`src/rtl/pow_n_res_sink.sv`:
```
// Result sink for an upstream power pipeline: captures the final-stage value
// once per upstream advance into a show-ahead FIFO and throttles upstream by credit.
module pow_n_res_sink #(
  parameter int w        = 8,
  parameter int n_stages = 4,
  parameter int depth    = 4
) (
  input  logic                     clk,
  input  logic                     rst_n,
  input  logic                     run,
  output logic                     clk_en,
  input  logic [n_stages-1:0]      res_vld,
  input  logic [w*n_stages-1:0]    res,
  output logic                     out_vld,
  input  logic                     out_rdy,
  output logic [w-1:0]             out_data,
  output logic [$clog2(depth):0]   fifo_cnt,
  output logic [15:0]              res_cnt,
  output logic                     ovf
);

  localparam int AW = $clog2(depth);
  localparam int CW = AW + 1;

  logic [w-1:0]  mem [depth];
  logic [AW-1:0] wptr, rptr;
  logic          en_d, push, pop, full, wr;
  logic [CW:0]   credit;
  logic          unused_stages;

  // Only the final stage is consumed; earlier stages are visible for debug only.
  assign unused_stages = ^{res_vld, res};

  // en_d marks that upstream moved at the last edge, so a stalled final stage
  // is never captured twice.
  assign push     = en_d & res_vld[0];
  assign out_vld  = (fifo_cnt != '0);
  assign pop      = out_vld & out_rdy;
  assign full     = (fifo_cnt == CW'(depth));
  assign wr       = push & (~full | pop);

  // Credit ignores pop: whatever advances now lands next cycle with room to spare.
  assign credit   = {1'b0, fifo_cnt} + {{CW{1'b0}}, push};
  assign clk_en   = run & rst_n & (credit < (CW+1)'(depth));

  assign out_data = out_vld ? mem[rptr] : '0;

  always_ff @(posedge clk)
    if (wr) mem[wptr] <= res[w-1:0];

  always_ff @(posedge clk or negedge rst_n) begin
    if (!rst_n) begin
      en_d     <= 1'b0;
      wptr     <= '0;
      rptr     <= '0;
      fifo_cnt <= '0;
      res_cnt  <= '0;
      ovf      <= 1'b0;
    end else begin
      en_d <= clk_en;
      if (wr)  wptr <= wptr + AW'(1);
      if (pop) rptr <= rptr + AW'(1);
      if (wr & ~pop)      fifo_cnt <= fifo_cnt + CW'(1);
      else if (pop & ~wr) fifo_cnt <= fifo_cnt - CW'(1);
      if (push) res_cnt <= res_cnt + 16'd1;
      // A push into a full buffer with no pop is dropped and latched as an error.
      if (push & full & ~pop) ovf <= 1'b1;
    end
  end

endmodule

```
`config.mk`:
```
export PLATFORM = sky130hd
export DESIGN_NAME = pow_n_res_sink
export DESIGN_NICKNAME = d
export VERILOG_FILES = /design/src/rtl/pow_n_res_sink.sv
export SDC_FILE = /design/constraint.sdc
export NUM_CORES = 1
export LEC_CHECK = 0
export ABC_AREA = 1
export BUFFER_PORTS_ARGS = -buffer_cell sky130_fd_sc_hd__buf_2
export CORE_MARGIN = 1
export CORE_UTILIZATION = 50
export DETAILED_ROUTE_END_ITERATION = 12
export MAX_ROUTING_LAYER = met4
export PLACE_DENSITY = 0.77
export RECOVER_POWER = 50
export SLEW_MARGIN = 20
export SYNTH_ARGS = -nofsm -noshare
export SYNTH_HDL_FRONTEND = slang
export SYNTH_SLANG_ARGS = --single-unit
export TNS_END_PERCENT = 5
```
`constraint.sdc`:
```
create_clock -name clk -period 5.8 [get_ports clk]
set_input_delay 1.16 -clock clk [delete_from_list [all_inputs] [get_ports clk]]
set_output_delay 1.16 -clock clk [all_outputs]
set_load 0.03 [all_outputs]
```
==> metrics <==
placed cell areas=2818 sq um; drt first-iter violations=74; Die Wd=73.45 um; pwr/cell area=451.7 nW/um^2; number of global-route vias before repair=1666; DP HPWL=3073 um; slew margin rel.=0.07042; fin nets=338; Clock Skew=0.007958 ns; Util after Layout=0.6099; Critical Path, Cell by Cell=clkbuf_1, nand3_1, a31oi_1, buf_2; crit-path max FO=26; setup TNS=0 ns; worst vdd ir=302.2 uV; pre-CTS setup slack=2.342 ns; largest cells by area after synthesis=edfxtp_1 38%, dfrtp_1 25%, nor2_1 7.2%; # Post-CTS Setup Buffers=0; Hold Slack=0.4918 ns; H-Tree Level Count=3; CTS Hold Bufs=0; Synth Net Count=289; Skew-Pair Late Insertion Delay=0.32 ns; PortBufs=42; TritonCTS Buffers=9; Hold Vio Cnt, Final=0; grt met1 use=0.2468; clk buf depth=2; RSZ-0062 raised after global routing=false; cts repair resizes=0; Routed Antenna Nets=0; Syn Std Cell Area=2552 sq um; # diodes=0; max cap viols=0; crit path kind=in2out; Arrival @ worst endpoint=2.82 ns; Finished Layout Cells=363; Final WS setup=1.824 ns; Final setup viols=0; Worst EP required=4.64 ns; drt first pass iters=6; # rows=25; warnings from Yosys=0; CP max stage cell=clkbuf_1; Starting Density=0.5299; Setup crit end kind=output port; Worst-Margin Slew=1.394 ns; Remaining DRCs=0; largest net degree at the start of global routing=27; clock edge transition at the registers on the reported setup and hold paths=0.06 ns; clk root buf=clkbuf_8; FMAX=251.5 MHz; post-synthesis sequential area ratio=0.6216; grt total ovfl=0; gr usage total=0.2002; CP max stage delay=0.99 ns; Area Overhead vs Synth=15.10%; GR peak layer=met2; IO Pins=70; via count=1798; Post-Syn Instances=242; GRT met3 Usage=0.05487; #FFs+latches synth=57; Hold Crit Class=reg2reg; Via density=4.953; Pleak=1.279 nW; crit path time final=3.976 ns; die area=5395 sq um; Tot Pwr=1.327 mW; run status=finished clean; CORE AREA=4817 sq um; initial antenna violation count=0; share of cells above drive strength 1=0.1622; DRT Wirelength=4541 um; post-synth cell types=26; first-pass GRT wire length=7541 um; design area=2938 sq um; wire per inst=12.51 um; final critical-path share of the clock period=0.6856; Die Height=73.45 um; met2 Use GR=0.3058; area share of the leading cell type in the synthesized netlist=0.3765; Mapped Avg Cell Area=10.55 sq um; Synth area leader=edfxtp_1; crit start category=primary input; gpl congestion=0.7722; CTS tree=done; # clock sinks=57; final slew viol count=0; dpl cells=347
[power by group]
part | internal [mW] | switching [mW]
combinational | 0.150 | 0.333
sequential | 0.481 | 0.0721
clock | 0.153 | 0.137
total | 0.784 | 0.543
[final timing paths]
kind | from | end | slack, ns | cells past startpoint
max | rst_n | clk_en | 1.82 | 4
min | ovf | ovf | 0.49 | 1
max reg2reg | en_d | fifo_cnt[2] | 3.59 | 10
min reg2reg | ovf | ovf | 0.49 | 1
max in group asynchronous | rst_n | wptr[0] | 3.83 | 1
min in group asynchronous | rst_n | rptr[0] | 1.15 | 1
[worst max-delay path: cells and delay by family]
family	cells	cell delay [ns]
buffers and inverters	2	1.22
and+or+nand+nor	1	0.17
AOI/OAI and AO/OA	1	0.25
[registers in the layout, indices dropped and copies added, names as in the netlist]
register and count:
rptr 2, fifo_cnt 3, mem 32, res_cnt 16
ovf 1, en_d 1, wptr 2
[cell families after synthesis]
logic type      Yosys count  synth area share
compound gates           31           0.06323
mux                       1          0.004411
fa+ha+maj                 7           0.03725
buf+inv                  28           0.04657
xor+xnor                 14           0.04804
flops                    57            0.6216
simple gates            104            0.1789
[cells in the final DEF, fill, tap and decap left out, drive strengths merged]
master  instances
a21oi          10
o21ai          18
nand3           9
inv            24
fa              1
nand4           4
ha              6
edfxtp         32
o21bai          2
mux2            1
clkbuf         23
nand2          37
clkinv          2
dfrtp          25
xnor2           7
buf            33
nor2           54
xor2            7
a31oi           1
[cells in the mapped netlist, drive strengths merged]
cell	instances
a21oi	10
a31oi	1
buf	3
clkbuf	1
dfrtp	25
edfxtp	32
fa	1
ha	6
inv	24
mux2	1
nand2	37
nand3	9
nand4	4
nor2	54
o21ai	18
o21bai	2
xnor2	7
xor2	7
[routing by layer]
metal	wire length, um	up-vias
li1	-	896
met1	2064	848
met2	2229	47
met3	173	7
met4	74	0
met5	0	-
[layout make-up]
class	instances	area (sq um)
clock buffers	14	142.6
repair buffers	42	198.9
clock inverters	2	8.758
inverters	24	90.09
well taps	67	83.83
fillers	414	1879
flip-flops and latches	57	1587
multi-input cells	157	827.0
Power figures use the tool's default switching activity.
